## src/rtl/da_pkg.sv

```systemverilog
// Shared constants and helpers for the DAC output path.
//   DA_W         DAC code width
//   DA_MIDSCALE  code presented on the pins out of reset
//   bitrev12     reverses bit order of a 12-bit code (board DAC pins are wired LSB-first)
package da_pkg;

  localparam int          DA_W        = 12;
  localparam logic [11:0] DA_MIDSCALE = 12'h800;

  function automatic logic [11:0] bitrev12(input logic [11:0] code);
    logic [11:0] r;
    for (int i = 0; i < 12; i++) begin
      r[11-i] = code[i];
    end
    return r;
  endfunction

endpackage

```

## src/rtl/da_fifo.sv

```systemverilog
// Single-clock sample FIFO between the stream input and the pin register.
// Ports:
//   clk, rst_n        clock, async active-low reset (empties the FIFO)
//   push, wr_data     write request / data (ignored while full)
//   pop, rd_data      read request (ignored while empty) / head of queue
//   full, empty       occupancy flags, derived from the registered count
// DEPTH must be a power of two so the pointers wrap naturally.
module da_fifo #(
  parameter int DEPTH = 8,
  parameter int W     = 12
) (
  input  logic         clk,
  input  logic         rst_n,
  input  logic         push,
  input  logic [W-1:0] wr_data,
  input  logic         pop,
  output logic [W-1:0] rd_data,
  output logic         full,
  output logic         empty
);

  localparam int AW = $clog2(DEPTH);

  logic [W-1:0]  mem_q [DEPTH];
  logic [W-1:0]  mem_d [DEPTH];
  logic [AW-1:0] wr_ptr_q, wr_ptr_d;
  logic [AW-1:0] rd_ptr_q, rd_ptr_d;
  logic [AW:0]   count_q, count_d;
  logic          do_push, do_pop;

  assign full    = (count_q == (AW+1)'(DEPTH));
  assign empty   = (count_q == '0);
  assign do_push = push && !full;
  assign do_pop  = pop && !empty;
  assign rd_data = mem_q[rd_ptr_q];

  always_comb begin
    mem_d    = mem_q;
    wr_ptr_d = wr_ptr_q;
    rd_ptr_d = rd_ptr_q;
    count_d  = count_q;
    if (do_push) begin
      mem_d[wr_ptr_q] = wr_data;
      wr_ptr_d        = wr_ptr_q + AW'(1);
    end
    if (do_pop) begin
      rd_ptr_d = rd_ptr_q + AW'(1);
    end
    case ({do_push, do_pop})
      2'b10:   count_d = count_q + (AW+1)'(1);
      2'b01:   count_d = count_q - (AW+1)'(1);
      default: count_d = count_q;
    endcase
  end

  always_ff @(posedge clk or negedge rst_n) begin
    if (!rst_n) begin
      for (int i = 0; i < DEPTH; i++) mem_q[i] <= '0;
      wr_ptr_q <= '0;
      rd_ptr_q <= '0;
      count_q  <= '0;
    end else begin
      mem_q    <= mem_d;
      wr_ptr_q <= wr_ptr_d;
      rd_ptr_q <= rd_ptr_d;
      count_q  <= count_d;
    end
  end

endmodule

```

## src/rtl/da_out.sv

```systemverilog
// DAC output stage: buffers 12-bit sample codes from a valid/ready stream and
// drives them bit-reversed onto the DAC pins, one code per sample tick.
// Ports:
//   da_clk, rst_n   clock, async active-low reset
//   enable          run sample ticks (0 holds pins, rate counter at 0)
//   rate_div        tick period minus one
//   s_data/s_valid/s_ready   sample stream input (s_ready = not full, 0 in reset)
//   da1_out         registered pin bus, da1_out[11-i] = code[i]
//   da_wrt          one-cycle strobe with each new code on the pins
//   underrun        sticky: a tick found the FIFO empty
//   clear           synchronous clear of underrun (a same-cycle underrun wins)
//   underrun_cnt    saturating count of empty ticks (only with DA_UNDERRUN_CNT_EN)
// Build option: define DA_UNDERRUN_CNT_EN to add the underrun_cnt output.
module da_out
  import da_pkg::*;
#(
  parameter int DEPTH = 8,
  parameter int DIV_W = 16
) (
  input  logic             da_clk,
  input  logic             rst_n,
  input  logic             enable,
  input  logic [DIV_W-1:0] rate_div,
  input  logic [11:0]      s_data,
  input  logic             s_valid,
  output logic             s_ready,
  output logic [11:0]      da1_out,
  output logic             da_wrt,
  output logic             underrun,
  input  logic             clear
`ifdef DA_UNDERRUN_CNT_EN
  ,
  output logic [15:0]      underrun_cnt
`endif
);

  logic             ready_q, ready_d;
  logic [DIV_W-1:0] cnt_q, cnt_d;
  logic [11:0]      pins_q, pins_d;
  logic             wrt_q, wrt_d;
  logic             unf_q, unf_d;
  logic             fifo_full, fifo_empty;
  logic [DA_W-1:0]  head;
  logic             tick, push, pop, empty_tick;

  // The FIFO flags come from registered state, so a sample pushed in a tick
  // cycle is not visible to that tick (no bypass).
  assign tick       = enable && (cnt_q == rate_div);
  assign s_ready    = ready_q && !fifo_full;
  assign push       = s_valid && s_ready;
  assign pop        = tick && !fifo_empty;
  assign empty_tick = tick && fifo_empty;

  da_fifo #(.DEPTH(DEPTH), .W(DA_W)) u_fifo (
    .clk     (da_clk),
    .rst_n   (rst_n),
    .push    (push),
    .wr_data (s_data),
    .pop     (pop),
    .rd_data (head),
    .full    (fifo_full),
    .empty   (fifo_empty)
  );

  always_comb begin
    ready_d = 1'b1;
    pins_d  = pins_q;
    wrt_d   = 1'b0;
    unf_d   = unf_q && !clear;
    // A shrunk rate_div below the current count restarts the period without a tick.
    if (!enable || tick || (cnt_q > rate_div)) cnt_d = '0;
    else                                       cnt_d = cnt_q + DIV_W'(1);
    if (pop) begin
      pins_d = bitrev12(head);
      wrt_d  = 1'b1;
    end
    if (empty_tick) unf_d = 1'b1;
  end

  always_ff @(posedge da_clk or negedge rst_n) begin
    if (!rst_n) begin
      ready_q <= 1'b0;
      cnt_q   <= '0;
      pins_q  <= bitrev12(DA_MIDSCALE);
      wrt_q   <= 1'b0;
      unf_q   <= 1'b0;
    end else begin
      ready_q <= ready_d;
      cnt_q   <= cnt_d;
      pins_q  <= pins_d;
      wrt_q   <= wrt_d;
      unf_q   <= unf_d;
    end
  end

  assign da1_out  = pins_q;
  assign da_wrt   = wrt_q;
  assign underrun = unf_q;

`ifdef DA_UNDERRUN_CNT_EN
  logic [15:0] ucnt_q, ucnt_d;

  // An empty tick in the same cycle as clear restarts the count at 1.
  always_comb begin
    ucnt_d = ucnt_q;
    if (empty_tick) begin
      if (clear)                  ucnt_d = 16'd1;
      else if (ucnt_q != 16'hFFFF) ucnt_d = ucnt_q + 16'd1;
    end else if (clear) begin
      ucnt_d = '0;
    end
  end

  always_ff @(posedge da_clk or negedge rst_n) begin
    if (!rst_n) ucnt_q <= '0;
    else        ucnt_q <= ucnt_d;
  end

  assign underrun_cnt = ucnt_q;
`endif

endmodule
```

## config.mk

```make
export PLATFORM = sky130hd
export DESIGN_NAME = da_out
export DESIGN_NICKNAME = d
export VERILOG_FILES = /design/src/rtl/da_pkg.sv /design/src/rtl/da_fifo.sv /design/src/rtl/da_out.sv
export SDC_FILE = /design/constraint.sdc
export NUM_CORES = 1
export LEC_CHECK = 0
export ABC_AREA = 0
export BUFFER_PORTS_ARGS = -buffer_cell sky130_fd_sc_hd__buf_2
export CAP_MARGIN = 20
export CORE_MARGIN = 1.5
export CORE_UTILIZATION = 45
export CTS_BUF_LIST = sky130_fd_sc_hd__clkbuf_4 sky130_fd_sc_hd__clkbuf_8 sky130_fd_sc_hd__clkbuf_16
export CTS_CLUSTER_SIZE = 28
export DETAILED_ROUTE_END_ITERATION = 16
export GPL_TIMING_DRIVEN = 1
export PLACE_DENSITY = 0.7
export SETUP_SLACK_MARGIN = 0.05
export SLEW_MARGIN = 15
export SYNTH_ARGS = -nofsm -noshare
export SYNTH_HDL_FRONTEND = slang
export SYNTH_SLANG_ARGS = --single-unit
```

## constraint.sdc

```tcl
create_clock -name da_clk -period 3.5 [get_ports da_clk]
set_input_delay 0.35 -clock da_clk [delete_from_list [all_inputs] [get_ports da_clk]]
set_output_delay 0.35 -clock da_clk [all_outputs]
set_load 0.005 [all_outputs]
```

==> metrics.cfg <==
[route]
firstDrtPassIters=5
wl_per_cell_um=18.3
vias_per_cell=5.56
via_count=4018
drt_iter0_markers=306
ant_nets=0
drc=0
drt-total-wl_um=13200

[pwr]
p_leak_nw=3.51
ir_drop_mv=0.481
power.density_nw_per_um2=698
total_power_mw=5.37

[sta]
slew_viol_final=0
fin_crit_ns=3.23
hold_viol_final=0
slew_headroom_pct=40.0
min_period_over_period_pct=92.3
setup_violations=0
fin_worst_skew_ns=0.00556
fmax_mhz=309
rsz0062_at_grt=no
tns_ns=0
worst_slack_ns=0.268
worst_pin_slew_ns=0.900

[setup_path]
critPathMaxFanout=5
cp.required_ns=3.84
critPathMaxStageDelay_ns=0.60
rr_startpoint=cnt_q[14]$_DFF_PN0_
cp_num_buf_inv=1
worstSetupPathType=reg -> reg
setup.worst_path.start_class=register
critPathTopFamily=simple AND/OR/NAND/NOR gates
r2r_cells=9
crit_chain=ha_1, nand4_2, or4_4, or3b_1, inv_1, ha_1, or3b_2, a31oi_1, xor2_1
cp-end-kind=register
worst_ep_arrival_time_ns=3.58
cp_slowest_cell=or4_4
r2r_slack_ns=0.27
timing.rr.end=u_fifo.count_q[3]$_DFFE_PN0P_
cp_common_cell=ha_1

[placed_design]
io_buffers=47
gp_congestion=0.797
dp_cells=692
post-place-ws_ns=0.193
hpwl_um=8500

[cts]
clkLatencyLatePin_ns=0.42
cts-hold-fix-buffers=0
root_buffer=clkbuf_16
cts_setup_buffers=0
path_clk_slew_ns=0.05
cts_buffers=17
cts_max_level=4
cts_tree=done
clk_path_buf_depth=2
cts_sinks=137

[global_route]
grt_use_total_pct=18.6
grt_max_degree=103
grt_first_pass_wirelength_um=22500
grt_pass1_vias=4254
antenna_found_initial=0
gr-total-overflow=0

[status]
outcome=complete, no violations

[synth]
syn-num-nets=523
yosysUniqueCellTypes=49
ys_ff_latch=137
synth-edff-count=0
synth_async_sr_flop_share_pct=100
synth_flop_cell=dfrtp_1
synth_area_per_cell_um2=14.2
syn-instance-count=468
yosysWarningCount=0
seq_area_frac_synth_pct=51.7
synth.cell_area_um2=6640

[die]
start_util_pct=45.8
die_area_um2=15500
core_area_um2=14500
die_h_um=124
chipWidth_um=124
pin_count=48
std_cell_rows=44

[layout]
areaGrowthSynthToFinish_pct=15.9
drive_above_1_share_pct=46.6
layout.cells.non_filler=723
final_util_pct=53.1
diodes=0
finalNetCount=582

[min_path]
hp-class=in -> async

[flow_run]
maxCapViolCount=0

## power by group
| part | switching (mW) | internal (mW) |
|---|---|---|
| registers | 0.330 | 2.17 |
| logic | 0.391 | 0.761 |
| clock network | 0.637 | 1.09 |
## per-layer routing
layer,vias up,routed length (um),global-route usage [%]
met5,-,0,0
met4,0,188,6.22
met3,18,480,5.24
met2,80,6420,29.8
met1,2072,6140,24.5
li1,1848,-,-
## through the flow
step	cell area (um^2)	hold WS, ns
3_3_place_gp	7110	0.468
3_5_place_dp	7110	0.473
6_report	7690	0.0369
5_1_grt	7690	0.114
4_1_cts	7690	0.0687
2_1_floorplan	6640	0.0544
## how the worst max path moves through the flow
stage                             start                            end  slack, ns  cells after the start
finish              cnt_q[14]$_DFF_PN0_  u_fifo.count_q[3]$_DFFE_PN0P_       0.27                      9
global route        cnt_q[10]$_DFF_PN0_  u_fifo.count_q[2]$_DFFE_PN0P_       0.10                     12
CTS                 cnt_q[14]$_DFF_PN0_  u_fifo.count_q[2]$_DFFE_PN0P_       0.24                     12
detailed placement         rate_div[14]  u_fifo.count_q[2]$_DFFE_PN0P_       0.19                     14
global placement           rate_div[14]  u_fifo.count_q[2]$_DFFE_PN0P_       0.36                     14
floorplan           cnt_q[14]$_DFF_PN0_  u_fifo.count_q[2]$_DFFE_PN0P_       0.27                     14
## cells in the final DEF, fill, tap and decap left out, drive strengths merged, types with 2 or more instances in the layout
cell type	n
a211oi	3
a21oi	5
buf	61
clkbuf	24
clkinv	4
clkinvlp	2
dfrtp	136
ha	22
inv	27
mux2	123
mux4	24
nand2	9
nand2b	2
nand3	7
nand4	6
nor2	7
nor3	17
nor4	4
o21ai	2
o32ai	2
or3	4
or3b	2
or4	6
or4b	2
xnor2	14
xor2	6
## cell usage after synthesis (all sizes together), types with 2 or more instances
library cell | count | area, um^2
nor2 | 7 | 26.3
xor2 | 6 | 52.6
buf | 13 | 88.8
o32ai | 2 | 25.0
nand2b | 2 | 12.5
mux2 | 123 | 1420
nand3 | 7 | 35.0
or4b | 2 | 20.0
a211oi | 3 | 22.5
nor4 | 4 | 25.0
a21oi | 5 | 25.0
mux4 | 24 | 541
or3b | 2 | 17.5
nor3 | 17 | 85.1
ha | 22 | 275
dfrtp | 136 | 3400
nand2 | 9 | 33.8
or4 | 6 | 48.8
clkbuf | 8 | 30.0
o21ai | 2 | 10.0
nand4 | 6 | 43.8
or3 | 4 | 25.0
xnor2 | 14 | 123
inv | 27 | 101
## logic make-up (layout without fill, tap and decap cells)
group / after synthesis / count (layout) / synth area share (%)
fa+ha+maj: 22 / 22 / 4.15
mux: 147 / 147 / 29.5
buf+inv: 48 / 119 / 3.32
simple gates: 71 / 71 / 6.20
compound gates: 22 / 22 / 2.51
other cells: 1 / 1 / 0.0565
xor+xnor: 20 / 20 / 2.64
flops: 137 / 137 / 51.7
## worst reg2reg max path, stage by stage, from the launching register on
cell and delay, ns:
dfrtp_1 0.41, ha_1 0.34, nand4_2 0.15, or4_4 0.60
or3b_1 0.42, inv_1 0.12, ha_1 0.25, or3b_2 0.47
a31oi_1 0.23, xor2_1 0.17
## registers in the layout, summed over array words and instances, names as in the netlist
name,cells
u_fifo.mem_q,96
cnt_q,16
da1_out,12
u_fifo.count_q,4
u_fifo.rd_ptr_q,3
u_fifo.wr_ptr_q,3
da_wrt,1
ready_q,1
underrun,1
## layout make-up
| cell class | instances | area, um^2 |
|---|---|---|
| Clock inverter | 7 | 65.1 |
| Multi-Input combinational cell | 283 | 3010 |
| Timing Repair Buffer | 61 | 347 |
| Inverter | 27 | 101 |
| Sequential cell | 137 | 3430 |
| Fill cell | 1182 | 6780 |
| Tap cell | 184 | 230 |
| Clock buffer | 24 | 515 |
## timing repair
action                                  in CTS  in global routing
hold endpoints to repair                     0                  0
gates resized for setup                      0                  1
endpoints found under the setup margin       0                  1
No activity file was read; power rests on OpenSTA's default activity.
